==> config.mk <==
export PLATFORM = sky130hd
export DESIGN_NAME = stopwatch_core
export DESIGN_NICKNAME = d
export VERILOG_FILES = /design/src/rtl/stopwatch_core.sv
export SDC_FILE = /design/constraint.sdc
export NUM_CORES = 1
export LEC_CHECK = 0
export CAP_MARGIN = 0
export CORE_UTILIZATION = 50
export DETAILED_ROUTE_END_ITERATION = 12
export GPL_TIMING_DRIVEN = 0
export PLACE_DENSITY = 0.74
export SKIP_CTS_REPAIR_TIMING = 1
export SYNTH_ARGS = -nofsm -noshare
export SYNTH_HDL_FRONTEND = slang
export SYNTH_SLANG_ARGS = --single-unit
==> constraint.sdc <==
create_clock -name clk -period 2.4 [get_ports clk]
set_clock_uncertainty 0.05 [all_clocks]
set_input_delay 0.48 -clock clk [delete_from_list [all_inputs] [get_ports clk]]
set_output_delay 0.48 -clock clk [all_outputs]
set_load 0.02 [all_outputs]
==> src/rtl/stopwatch_core.sv <==
// -----------------------------------------------------------------------------
// stopwatch_core
// Parametrised BCD stopwatch engine: start/stop/lap/clear control, internal
// tick prescaler, preset load, up/down counting with overflow and terminal
// detect, and a frozen lap display.
//
// Ports:
//   clk         system clock, all logic on the rising edge
//   rst         synchronous active-high reset
//   start_stop  pulse: IDLE->RUNNING, RUNNING<->PAUSED
//   lap         pulse: toggles lap freeze (freeze only while RUNNING)
//   clear       pulse: back to IDLE, count/prescaler/lap/overflow cleared
//   up_down     1 = count up, 0 = count down (sampled on each tick)
//   load        pulse: preset count from load_value (IDLE only)
//   load_value  BCD preset, digits above 9 are clamped to 9
//   number      displayed value (lap_reg while lap_active, else count)
//   running     high while RUNNING
//   lap_active  display frozen on lap_reg
//   overflow    sticky, set when an up-count wraps from all nines
//   done        one-cycle pulse when a down-count reaches zero
// -----------------------------------------------------------------------------
module stopwatch_core #(
   parameter int NUMBER_OF_DIGITS            = 4,
   parameter int NUMBER_OF_BITS_PER_DIGIT    = 4,
   parameter int BOARD_CLOCK_FREQUENCY_IN_HZ = 100_000_000,
   parameter int TICK_RATE_IN_HERTZ          = 100
) (
   input  logic                                                 clk,
   input  logic                                                 rst,
   input  logic                                                 start_stop,
   input  logic                                                 lap,
   input  logic                                                 clear,
   input  logic                                                 up_down,
   input  logic                                                 load,
   input  logic [NUMBER_OF_DIGITS*NUMBER_OF_BITS_PER_DIGIT-1:0] load_value,
   output logic [NUMBER_OF_DIGITS*NUMBER_OF_BITS_PER_DIGIT-1:0] number,
   output logic                                                 running,
   output logic                                                 lap_active,
   output logic                                                 overflow,
   output logic                                                 done
);

   localparam int W       = NUMBER_OF_DIGITS * NUMBER_OF_BITS_PER_DIGIT;
   localparam int B       = NUMBER_OF_BITS_PER_DIGIT;
   localparam int DIVIDER = BOARD_CLOCK_FREQUENCY_IN_HZ / TICK_RATE_IN_HERTZ;
   localparam int PW      = (DIVIDER > 2) ? $clog2(DIVIDER) : 1;

   localparam logic [PW-1:0] PRESCALE_LAST = PW'(DIVIDER - 1);
   localparam logic [B-1:0]  DIGIT_NINE    = B'(9);
   localparam logic [B-1:0]  DIGIT_ZERO    = B'(0);

   localparam logic [1:0] IDLE    = 2'd0;
   localparam logic [1:0] RUNNING = 2'd1;
   localparam logic [1:0] PAUSED  = 2'd2;

   logic [1:0]    state, state_next;
   logic [PW-1:0] prescaler, prescaler_next;
   logic [W-1:0]  count, count_next;
   logic [W-1:0]  lap_reg, lap_next;
   logic          lap_active_next;
   logic          overflow_next;
   logic          done_next;

   // BCD increment with ripple carry; all nines wrap to all zeros.
   function automatic logic [W-1:0] bcd_inc(input logic [W-1:0] v);
      logic [W-1:0] r;
      logic         carry;
      logic [B-1:0] d;
      r     = v;
      carry = 1'b1;
      for (int i = 0; i < NUMBER_OF_DIGITS; i++) begin
         d = v[i*B +: B];
         if (carry) begin
            if (d >= DIGIT_NINE) begin
               r[i*B +: B] = DIGIT_ZERO;
            end else begin
               r[i*B +: B] = d + B'(1);
               carry       = 1'b0;
            end
         end else begin
            r[i*B +: B] = d;
         end
      end
      return r;
   endfunction

   // BCD decrement with borrow; caller guarantees v is non-zero.
   function automatic logic [W-1:0] bcd_dec(input logic [W-1:0] v);
      logic [W-1:0] r;
      logic         borrow;
      logic [B-1:0] d;
      r      = v;
      borrow = 1'b1;
      for (int i = 0; i < NUMBER_OF_DIGITS; i++) begin
         d = v[i*B +: B];
         if (borrow) begin
            if (d == DIGIT_ZERO) begin
               r[i*B +: B] = DIGIT_NINE;
            end else begin
               r[i*B +: B] = d - B'(1);
               borrow      = 1'b0;
            end
         end else begin
            r[i*B +: B] = d;
         end
      end
      return r;
   endfunction

   // True when every digit holds 9 (next up-count wraps).
   function automatic logic bcd_all_nines(input logic [W-1:0] v);
      logic r;
      r = 1'b1;
      for (int i = 0; i < NUMBER_OF_DIGITS; i++) begin
         if (v[i*B +: B] != DIGIT_NINE) begin
            r = 1'b0;
         end else begin
            r = r;
         end
      end
      return r;
   endfunction

   // Clamp each preset digit into the legal 0..9 range.
   function automatic logic [W-1:0] bcd_clamp(input logic [W-1:0] v);
      logic [W-1:0] r;
      for (int i = 0; i < NUMBER_OF_DIGITS; i++) begin
         r[i*B +: B] = (v[i*B +: B] > DIGIT_NINE) ? DIGIT_NINE : v[i*B +: B];
      end
      return r;
   endfunction

   // Next-state logic: at most one of clear / effective load / start_stop
   // acts per cycle, in that priority. A start_stop edge out of RUNNING
   // suppresses that cycle's prescaler step so the phase is held exactly.
   always_comb begin
      state_next      = state;
      prescaler_next  = prescaler;
      count_next      = count;
      lap_next        = lap_reg;
      lap_active_next = lap_active;
      overflow_next   = overflow;
      done_next       = 1'b0;
      if (clear) begin
         state_next      = IDLE;
         prescaler_next  = '0;
         count_next      = '0;
         lap_active_next = 1'b0;
         overflow_next   = 1'b0;
      end else if (load && (state == IDLE)) begin
         count_next    = bcd_clamp(load_value);
         overflow_next = 1'b0;
      end else if (start_stop) begin
         case (state)
            IDLE: begin
               // A down-count start from zero has nothing to count.
               if (!up_down && (count == '0)) begin
                  state_next = IDLE;
               end else begin
                  state_next     = RUNNING;
                  prescaler_next = '0;
               end
            end
            RUNNING: state_next = PAUSED;
            PAUSED:  state_next = RUNNING;
            default: state_next = IDLE;
         endcase
      end else begin
         if (lap) begin
            if (lap_active && (state != IDLE)) begin
               lap_active_next = 1'b0;
            end else if (!lap_active && (state == RUNNING)) begin
               lap_next        = count;
               lap_active_next = 1'b1;
            end else begin
               lap_active_next = lap_active;
            end
         end else begin
            lap_active_next = lap_active;
         end
         if (state == RUNNING) begin
            if (prescaler == PRESCALE_LAST) begin
               prescaler_next = '0;
               if (up_down) begin
                  count_next = bcd_inc(count);
                  if (bcd_all_nines(count)) begin
                     overflow_next = 1'b1;
                  end else begin
                     overflow_next = overflow;
                  end
               end else if (count == W'(1)) begin
                  count_next = '0;
                  done_next  = 1'b1;
                  state_next = IDLE;
               end else if (count == '0) begin
                  // Direction flipped at zero: hold, never go negative.
                  state_next = IDLE;
               end else begin
                  count_next = bcd_dec(count);
               end
            end else begin
               prescaler_next = prescaler + PW'(1);
            end
         end else begin
            prescaler_next = prescaler;
         end
      end
   end

   // State and registered outputs; number is built from next-state values so
   // it shows the new count/lap value right after the update edge.
   always_ff @(posedge clk) begin
      if (rst) begin
         state      <= IDLE;
         prescaler  <= '0;
         count      <= '0;
         lap_reg    <= '0;
         lap_active <= 1'b0;
         overflow   <= 1'b0;
         done       <= 1'b0;
         running    <= 1'b0;
         number     <= '0;
      end else begin
         state      <= state_next;
         prescaler  <= prescaler_next;
         count      <= count_next;
         lap_reg    <= lap_next;
         lap_active <= lap_active_next;
         overflow   <= overflow_next;
         done       <= done_next;
         running    <= (state_next == RUNNING);
         number     <= lap_active_next ? lap_next : count_next;
      end
   end

endmodule

==> out/metrics.cfg, run 1 <==
[place]
io_buffers=39
dp.cells=697
dp_slack_ns=-0.9414
gp_congestion=0.9770
dp_hpwl_um=10360
dpl_cell_area_mm2=0.005036

[die]
die_x_um=96.86
die-area_mm2=0.009382
start_util=0.5159
die_h_um=96.86
io_pins=43
fp-row-count=34
core_area_mm2=0.008721

[setup_path]
cp-end-kind=flip-flop
critPathMaxFanout=8
start_kind=flip-flop
cp_num_buf_inv=1
slowest_stage=or4_4
crit_family=simple AND/OR/NAND/NOR gates
crit_type=reg2reg
arrival_ns=2.70
max_stage_delay_ns=0.58
crit_chain=and4_1 > buf_6 > nand4_4 > or4_4 > or3_4 > a2111o_1 > a31oi_1
crit_required_ns=2.64

[finish]
fillerInstances=762
largest_register_ffs=20
drive_above_1_share=0.2433
final_util=0.6737
final_nets=665
n_antenna_cell=0
layout_commonest_cell=nor2_1
layout.cells.non_filler=741
areaGrowthSynthToFinish_pct=30.59
regMostFlops=prescaler
final_area_mm2=0.005876
final_cell_mix=nor2_1 (67), dfxtp_1 (61), clkdlybuf4s50_1 (38)

[sta]
setup_viol=2
hold_viol=0
relSlewSlack=0.4601
clock.fmax_mhz=406.4
min_period_over_period=1.025
rsz0062_at_grt=true
layout_setup_ws_ns=-0.06047
fin_setup_tns_ns=-0.09799
fin_crit_ns=2.460
hold_slack_ns=0.3887
tightest_slew_ns=0.8098
finalMaxSlewViolations=0

[clocking]
clk_latency_ns=0.36
cts_tree=done
path_clk_slew_ns=0.08
clk_path_buf_depth=2
numClockSinks=74
cts_htree_levels=3
cts_made_buffers=9
root_buffer=clkbuf_8

[synth]
synthFlopType=dfxtp_1
synth.distinct_cells=79
ys_seq_area_frac=0.3293
synth_edf_count=0
avgSynthCellArea_um2=8.181
async_reset_ff_frac=0
syn_inst=550
synth_top_area_frac=0.3293
ys_warn_count=0
synthesis.area_mm2=0.004499
synth_nets=587
yosys.area.top_type=dfxtp_1
synth_seq_cells=74
synth.area.top_cells=dfxtp_1 (33%), nor2_1 (5.9%), ha_1 (3.9%)

[routing]
via_per_inst=6.375
wl_per_cell_um=20.29
vias=4724
wirelength_um=15040
dr.pass1.iters=7
drtIter0Drc=444
drc_errors=0
antenna_left=0

[grt]
grt_pass1_wl_um=22360
grt_max_degree=13
antenna_found_initial=0
grt_overflow=0
grt.total_usage=0.3042
grt_pass1_vias=4165

[pwr]
fin_total_pwr_mw=2.837
power_density_mw_per_mm2=482.8
p_leak_nw=2.197
ir_drop_uv=357.7

[run_status]
status=finished, violations left
violations=setup timing

[job]
drv_cap=0

[min_path]
min-delay-path-class=in2reg

==> worst register-to-register path: stages (launching register included) <==
cell and delay (ns):
dfxtp_2 0.36, and4_1 0.23, buf_6 0.14, nand4_4 0.10
or4_4 0.58, or3_4 0.45, a2111o_1 0.34, a31oi_1 0.14
==> layer usage <==
metal  part of all wire  vias up  track usage  wire [µm]
met1               0.44     2276       0.4352       6688
met5                  0        -            0          0
met2               0.45      216       0.4588       6694
met3              0.089       30      0.06069       1332
met4              0.021        0      0.09529        319
li1                   -     2202            -          -
==> where the power goes <==
| part | internal, mW | switching (mW) |
|---|---|---|
| Clock | 0.510 | 0.482 |
| Combinational | 0.252 | 0.320 |
| Sequential | 1.25 | 0.0247 |
==> cells in the mapped netlist, drive strengths merged, types with 13 or more instances <==
cell / count
nand3: 19
dfxtp: 74
nor2: 71
nor3b: 13
ha: 14
a21oi: 35
inv: 17
clkbuf: 30
nand2: 35
nand4: 18
xor2: 13
o21ai: 35
==> cell families (layout without fill, tap and decap cells) <==
family                     after synthesis  after routing  share of synthesized area
xor gates and xnor gates                16             16                    0.03115
AOI/OAI and AO/OA                      147            147                     0.2194
muxes                                   11             11                    0.02503
buffers and inverters                   55            137                    0.07063
adders and majority gates               14             14                    0.03893
and+or+nand+nor                        233            234                     0.2856
DFF                                     74             74                     0.3293
==> worst paths after layout <==
check                                  start  depth (start not counted)      endpoint  slack (ns)
worst min register to register   lap_reg[13]                          2   lap_reg[13]        0.43
worst min-delay path              start_stop                          3  prescaler[4]        0.39
worst max register to register  prescaler[4]                          7    number[15]       -0.06
worst max-delay path            prescaler[4]                          7    number[15]       -0.06
==> cell type report <==
cell class / instances / area (µm²) / share of cell area
well taps: 108 / 135.1 / 0.02300
multi-input cells: 422 / 3054 / 0.5198
plain buffers: 29 / 241.5 / 0.04110
repair buffers: 73 / 668.1 / 0.1137
clock inverters: 4 / 51.30 / 0.008731
flip-flops and latches: 74 / 1505 / 0.2562
inverters: 19 / 75.07 / 0.01278
clock buffers: 12 / 145.1 / 0.02470
Power figures use the tool's default switching activity.
==> run 2: changes to the inputs <==
--- a/config.mk
+++ b/config.mk
@@ -6,10 +6,10 @@
 export NUM_CORES = 1
 export LEC_CHECK = 0
 export CAP_MARGIN = 0
-export CORE_UTILIZATION = 50
+export CORE_UTILIZATION = 26
+export CTS_CLUSTER_DIAMETER = 100
 export DETAILED_ROUTE_END_ITERATION = 12
 export GPL_TIMING_DRIVEN = 0
-export PLACE_DENSITY = 0.74
 export SKIP_CTS_REPAIR_TIMING = 1
 export SYNTH_ARGS = -nofsm -noshare
 export SYNTH_HDL_FRONTEND = slang
==> out/metrics.cfg, run 2 (synthesis results as in run 1) <==
[run_status]
status=completed

[sta]
clock.fmax_mhz=420.8  ; +3.5%
relSlewSlack=0.5104  ; +0.05029
tightest_slew_ns=0.7344  ; -0.07544 ns
hold_viol=0  ; unchanged
finalMaxSlewViolations=0  ; unchanged
fin_crit_ns=2.377  ; -0.08380 ns
setup_viol=0  ; -2
min_period_over_period=0.9903  ; -0.03492

[place]
dp_hpwl_um=10320  ; -0.39%
dpl_cell_area_mm2=0.005176  ; +2.8%
io_buffers=39  ; unchanged
gp_congestion=0.9526  ; -2.5%

[grt]
antenna_found_initial=0  ; unchanged
grt_overflow=0  ; unchanged
grt_pass1_vias=4092  ; -1.8%
grt_max_degree=13  ; unchanged
grt.total_usage=0.1664  ; -0.1378
grt_pass1_wl_um=22940  ; +2.6%

[die]
die_x_um=133.6  ; +38%
core_area_mm2=0.01676  ; +92%
die-area_mm2=0.01784  ; +90%
fp-row-count=47  ; +38%
die_h_um=133.6  ; +38%
start_util=0.2685  ; -0.2475
io_pins=43  ; unchanged

[finish]
regMostFlops=prescaler
regArea_mm2=0.001511  ; +0.42%
final_cell_mix=nor2_1 (67), dfxtp_1 (60), clkdlybuf4s50_1 (39)
layout_commonest_cell=nor2_1
final_area_mm2=0.006236  ; +6.1%
multi_input_area_mm2=0.003092  ; +1.2%
largest_register_ffs=20  ; unchanged
n_antenna_cell=0  ; unchanged
fillerInstances=1717  ; +130%
drive_above_1_share=0.2449  ; +0.001580
areaGrowthSynthToFinish_pct=38.60
final_nets=665  ; unchanged

[setup_path]
max_stage_delay_ns=0.60  ; +0.02 ns
start_kind=flip-flop
crit_required_ns=2.62  ; -0.02 ns
crit_family=simple AND/OR/NAND/NOR gates
cp-end-kind=flip-flop
critPathMaxFanout=6  ; -2
slowest_stage=or4_4
arrival_ns=2.60  ; -0.10 ns
crit_type=reg2reg
crit_chain=ha_4 > nand4_4 > or4_4 > or3_4 > a2111o_1 > a31oi_1
cp_num_buf_inv=0  ; -1

[clocking]
root_buffer=clkbuf_16
cts_htree_levels=3  ; unchanged
numClockSinks=74  ; unchanged
clk_latency_ns=0.34  ; -0.02 ns
cts_tree=done
cts_made_buffers=9  ; unchanged
path_clk_slew_ns=0.06  ; -0.02 ns
clk_path_buf_depth=2  ; unchanged

[pwr]
fin_total_pwr_mw=3.389  ; +19%
p_leak_nw=2.288  ; +4.2%
ir_drop_uv=286.5  ; -20%
power_density_mw_per_mm2=543.5  ; +13%

[routing]
wl_per_cell_um=18.25  ; -10%
vias=4664  ; -1.3%
antenna_left=0  ; unchanged
dr.pass1.iters=6  ; -1
drtIter0Drc=485  ; +9.2%
via_per_inst=5.468  ; -14%
drc_errors=0  ; unchanged
wirelength_um=15570  ; +3.6%

[job]
drv_cap=0  ; unchanged

[min_path]
min-delay-path-class=in2reg

==> run 2: cell types whose count changed in the layout (fill, tap and decap cells not counted), sizes merged <==
cell / change
clkinv: -1
clkbuf: -2
clkdlybuf4s50: +1
nor3b: -1
dlymetal6s2s: -1
buf: +3
bufinv: +1
==> run 2: per-stage QoR <==
| stage | worst slack [ns] | hold WS (ns) | setup TNS (ns) | instances | utilization |
|---|---|---|---|---|---|
| CTS | -1.112 | 0.4145 | -29.03 | 825 | 0.3291 |
| global route | -0.04793 | 0.4339 | -0.2392 | 853 | 0.3721 |
| finish | 0.02333 | 0.4185 | 0 | 853 | 0.3721 |
| detailed placement | -1.102 | 0.4168 | -40.26 | 809 | 0.3088 |
| floorplan | 0.005621 | 0.3911 | 0 | 550 | - |
| global placement | -1.082 | 0.4077 | -40.34 | 809 | 0.3088 |
==> run 2: worst register-to-register path: stages (launching register included) <==
cell and delay [ns]:
dfxtp_1 0.44, ha_4 0.22, nand4_4 0.10, or4_4 0.60
or3_4 0.41, a2111o_1 0.34, a31oi_1 0.15
==> run 2: metal layers <==
metal	global-route usage	vias up	share of wire
met3	0.02968	39	0.060
met4	0.08712	0	0.037
li1	-	2195	-
met5	0	-	0
met1	0.2302	2221	0.46
met2	0.2448	209	0.44
==> run 2: final timing paths <==
check,start,endpoint,slack (ns),cells after the start
worst max-delay path,prescaler[1],number[15],0.02,6
worst min register to register,lap_reg[1],lap_reg[1],0.43,2
worst min-delay path,start_stop,prescaler[4],0.42,3
worst max register to register,prescaler[1],number[15],0.02,6
==> run 2: where the power goes <==
| part | switching (mW) | leakage [nW] | internal (mW) |
|---|---|---|---|
| logic | 0.323 | 1.52 | 0.254 |
| registers | 0.0253 | 0.607 | 1.25 |
| clock network | 0.544 | 0.165 | 0.994 |
==> run 2: area by class of cell <==
cell class	instances	area share
Clock inverter	4	0.01164
Tap cell	220	0.04414
Sequential cell	74	0.2424
Multi-Input combinational cell	421	0.4958
Buffer	29	0.03852
Clock buffer	12	0.04274
Timing Repair Buffer	74	0.1128
Inverter	19	0.01204
==> RTL edit 1: new RTL, flow settings as in run 2 <==
The parameter `NUMBER_OF_DIGITS` goes from 4 to 6.
--- a/src/rtl/stopwatch_core.sv
+++ b/src/rtl/stopwatch_core.sv
@@ -22,3 +22,3 @@
 module stopwatch_core #(
-   parameter int NUMBER_OF_DIGITS            = 4,
+   parameter int NUMBER_OF_DIGITS            = 6,
    parameter int NUMBER_OF_BITS_PER_DIGIT    = 4,
Ports: changed (resized load_value and number); port bits go from 43 to 59. No check against the original RTL was run, so the function may have changed too.
==> RTL edit 1 against run 2 <==
The flow now finishes with violations (negative setup slack). Power up 18%. Design area up 36%. Sequential power up 32%. Sequential cell count up 24. Critical path depth up 1. Wire length up 47%. Count of clock-buffer cells in the layout down 2. Setup slack worse by 0.43 ns. Synthesized area up 29%. Largest cell class unchanged.
==> RTL edit 1: results (changes against run 2) <==
Final layout
  – Layout Cells excl Fill: 1136 (+33%)
  – Multi-Input Combinational: 552 (+31%)
  – Clock buffers: 10 (-2)
  – Area occupied by registers: 2004 um2 (+33%)
  – Fill count: 2216 (+29%)

Synthesis
  – Synth unique cells: 70 (-11%)
  – Seq/Total Area, Yosys: 33.79% (+0.86 points)
  – Yosys reg bits: 98 (+32%)
  – Top post-synthesis cells by area: dfxtp_1 34%, nor2_1 4.8%, ha_1 4.3%

Timing
  – Hold_ws: 0.4422 ns (+0.02373 ns)
  – Worst setup margin: -0.4037 ns (-0.4270 ns)
  – Setup violators final: 48 (+48)

Worst setup path
  – Worst R2R Path Depth: 7 (+1)
  – CP max stage delay: 0.56 ns (-0.04 ns)
  – Reg2reg start: prescaler[6]

Global routing
  – Largest net degree at the start of global routing: 18 (+5)
  – Vias in the first global route: 5743 (+40%)
  – Routing usage on met2: 30.55% (+6.1 points)
  – Global-route usage over all layers: 18.96% (+2.3 points)
  – Global-route wire length before repair: 32710 um (+43%)
  – Met3 usage: 3.705% (+0.74 points)

Placement
  – Port bufs: 57 (+46%)

Run status
  – Status: finished, violations left
  – Failing checks: negative setup slack

Route
  – Initial DRC count: 561 (+16%)
[RTL edit 1: kinds of logic (layout without fill, tap and decap cells)]
group,after synthesis,count (layout),synth area share (%)
mux,27,27,4.697
simple gates,290,291,26.61
compound gates,204,204,24.15
fa+ha+maj,20,20,4.309
buf+inv,75,206,4.934
xor+xnor,10,10,1.508
flops,98,98,33.79
[RTL edit 1: power by group]
| part | leakage [nW] | internal (mW) | switching [mW] |
|---|---|---|---|
| Clock | 0.141 | 0.745 | 0.697 |
| Sequential | 0.803 | 1.65 | 0.0351 |
| Combinational | 2.02 | 0.373 | 0.494 |
[RTL edit 1: worst max-delay path: cells and delay by family (launching register included)]
family / cells / cell delay [ns]
buffers and inverters: 1 / 0.16
AOI/OAI and AO/OA: 3 / 0.71
DFF: 1 / 0.35
and+or+nand+nor: 3 / 1.40
[RTL edit 1: routing by layer]
metal / vias up / wire length [um]
li1: 2970 / -
met1: 3112 / 9437
met2: 325 / 10550
met3: 70 / 1952
met4: 0 / 950
met5: - / 0
[RTL edit 1: metrics by stage]
step	power, mW	cell area [um2]	setup WS (ns)	TNS (ns)	utilization [%]
floorplan	2.106	5958	-0.2441	-2.800	-
global placement	2.353	6879	-1.622	-91.77	31.42
detailed placement	2.352	6884	-1.372	-84.90	31.45
CTS	3.790	7173	-1.349	-59.54	32.77
global route	4.146	8504	-0.4598	-14.36	38.85
finish	3.992	8504	-0.4037	-10.32	38.85
[RTL edit 1: worst max path at each step]
stage                 start  depth (start not counted)    endpoint  slack (ns)
5_1_grt        prescaler[6]                          7   number[9]       -0.46
3_3_place_gp           load                          7  number[18]       -1.62
2_1_floorplan  prescaler[6]                          7   number[9]       -0.24
4_1_cts           count[17]                          9   number[2]       -1.35
3_5_place_dp      count[17]                          9   number[2]       -1.37
6_report       prescaler[6]                          7   number[9]       -0.40
==> RTL edit 2: new RTL, settings of run 2 <==
Made on the original files. Register the output `lap_active` once more, with the module's reset; this adds one clock of latency there. The other outputs are not delayed to match.
--- a/src/rtl/stopwatch_core.sv
+++ b/src/rtl/stopwatch_core.sv
@@ -55,2 +55,4 @@
 
+   logic lap_active_s0;
+
    logic [1:0]    state, state_next;
@@ -140,3 +142,3 @@
       lap_next        = lap_reg;
-      lap_active_next = lap_active;
+      lap_active_next = lap_active_s0;
       overflow_next   = overflow;
@@ -169,5 +171,5 @@
          if (lap) begin
-            if (lap_active && (state != IDLE)) begin
+            if (lap_active_s0 && (state != IDLE)) begin
                lap_active_next = 1'b0;
-            end else if (!lap_active && (state == RUNNING)) begin
+            end else if (!lap_active_s0 && (state == RUNNING)) begin
                lap_next        = count;
@@ -175,6 +177,6 @@
             end else begin
-               lap_active_next = lap_active;
-            end
-         end else begin
-            lap_active_next = lap_active;
+               lap_active_next = lap_active_s0;
+            end
+         end else begin
+            lap_active_next = lap_active_s0;
          end
@@ -217,3 +219,3 @@
          lap_reg    <= '0;
-         lap_active <= 1'b0;
+         lap_active_s0 <= 1'b0;
          overflow   <= 1'b0;
@@ -227,3 +229,3 @@
          lap_reg    <= lap_next;
-         lap_active <= lap_active_next;
+         lap_active_s0 <= lap_active_next;
          overflow   <= overflow_next;
@@ -235,2 +237,10 @@
 
+   always_ff @(posedge clk) begin
+      if (rst) begin
+         lap_active <= '0;
+      end else begin
+         lap_active <= lap_active_s0;
+      end
+   end
+
 endmodule
Formal check against the unedited RTL: not equivalent (Yosys sat finds a counterexample within 4 cycles, from zero or initial values and one cycle with rst high).
==> RTL edit 2 against run 2 <==
The flow now finishes with violations (negative setup slack). Hold slack gained 0.011 ns. Setup slack worse by 0.035 ns. Power decreased by 8.2%. Wire length grew 0.17%. Clock power fell by 19%. Sequential cell count grew 1. First-iteration DRC count decreased by 11%. Synthesized area down 1.3%. Die area decreased by 1.3%. Non-clock buffer count up 7. Design area down 1.7%. Largest power group is now registers.
==> RTL edit 2: results (changes against run 2) <==
Run status
  – Status: finished, violations left
  – Failing checks: negative setup slack

Global routing
  – Global-route wire length before repair: 23310 um (+1.6%)
  – Global-route usage over all layers: 17.08% (+0.44 points)

Timing
  – Normalized max-slew margin: 57.25% (+6.2 points)
  – Worst setup margin: -0.01128 ns (-0.03461 ns)
  – Setup violators final: 1 (+1)

Pwr
  – P_sw: 901.6 uW (+1.1%)
  – Maximum vdd drop: 0.0002945 V (+2.8%)
  – Pleak: 2.184 nW (-4.5%)

Placement
  – RePlAce Congestion: 0.9326 (-2.1%)
  – Final HPWL DP: 10710 um (+3.8%)
  – Dpl ws: -0.7447 ns (+0.3570 ns)

Worst setup path
  – Worst R2R Path Depth: 10 (+4)
  – Critical path data arrival time: 2.63 ns (+0.03 ns)
  – Critical Path Source: count[0]
  – Worst Path Max Fanout: 5 (-1)

Synthesis
  – Synth unique cells: 86 (+8.9%)
  – Most instantiated cells after synthesis: 81 x nor2_1, 75 x dfxtp_1, 42 x nand2_1
  – Top post-synthesis cells by area: dfxtp_1 34%, nor2_1 6.8%, ha_1 3.9%

Route
  – Initial DRT Pass Iterations: 5 (-1)
  – Wirelength per Cell: 18.03 um (-1.2%)

Min path
  – Hold Startpoint: lap_reg[9]
  – Hold depth: 2 (-1)

Final layout
  – Nets: 677 (+1.8%)
  – Fill count: 1680 (-2.2%)
## RTL edit 2: changes by cell type after synthesis, moves of 6 or more
cell and delta:
clkbuf_8 -8, nand2_1 +7, nor2_1 +10, nor3b_1 -6
nor4_1 -7
## RTL edit 2: layout make-up
| cell class | count | area [um2] | share of cell area, % |
|---|---|---|---|
| well taps | 220 | 275.3 | 4.490 |
| clock buffers | 11 | 232.7 | 3.796 |
| flip-flops and latches | 75 | 1531 | 24.98 |
| inverters | 22 | 98.84 | 1.612 |
| clock inverters | 5 | 30.03 | 0.4898 |
| multi-input cells | 422 | 3085 | 50.33 |
| repair buffers | 82 | 721.9 | 11.78 |
| plain buffers | 28 | 155.1 | 2.531 |
## RTL edit 2: how the worst min path moves through the flow
stage,to,slack (ns)
floorplan,lap_reg[5],0.40
finish,lap_reg[9],0.43
CTS,lap_reg[11],0.43
detailed placement,lap_reg[11],0.42
global route,prescaler[1],0.45
global placement,lap_reg[11],0.41
## RTL edit 2: power by group through the flow
| stage | sequential (mW) | combinational (mW) | clock (mW) |
|---|---|---|---|
| after floorplan | 1.33 | 0.268 | 0 |
| after global placement | 1.32 | 0.441 | 0 |
| after detailed placement | 1.32 | 0.437 | 0 |
| after CTS | 1.29 | 0.439 | 1.27 |
| after global routing | 1.29 | 0.612 | 1.33 |
| final | 1.29 | 0.578 | 1.24 |
## RTL edit 2: kinds of logic after synthesis
family / count (synthesis) / synth area share (%)
simple gates: 235 / 29.21
compound gates: 147 / 22.79
flops: 75 / 33.80
buf+inv: 53 / 4.873
xor+xnor: 18 / 3.549
fa+ha+maj: 14 / 3.944
mux: 8 / 1.831
## RTL edit 2: per-stage QoR
step	cell area [um2]	hold slack (ns)	total power [mW]	utilization (%)	setup TNS (ns)
after floorplan	4451	0.3958	1.595	-	0
after global placement	5116	0.4070	1.759	30.74	-26.85
after detailed placement	5116	0.4161	1.755	30.74	-25.31
after CTS	5379	0.4290	3.003	32.32	-20.24
after global routing	6131	0.4539	3.237	36.84	-0.5367
final	6131	0.4293	3.112	36.84	-0.01128
## RTL edit 2: layer usage
layer,routed length (um),global-route usage (%),share of wire [%],up-vias
li1,-,-,-,2190
met1,6874,22.65,44,2248
met2,7111,26.75,46,219
met3,1224,3.946,7.8,31
met4,386,6.641,2.5,0
met5,0,0,0,-
## RTL edit 2: critical path, cell delays in order (launching register included)
cell and delay [ns]:
dfxtp_4 0.38, inv_6 0.04, ha_4 0.15, buf_6 0.12
or3b_4 0.26, nand2_4 0.07, or4b_1 0.51, a311oi_1 0.27
a21oi_1 0.09, o221ai_1 0.20, a21boi_2 0.20
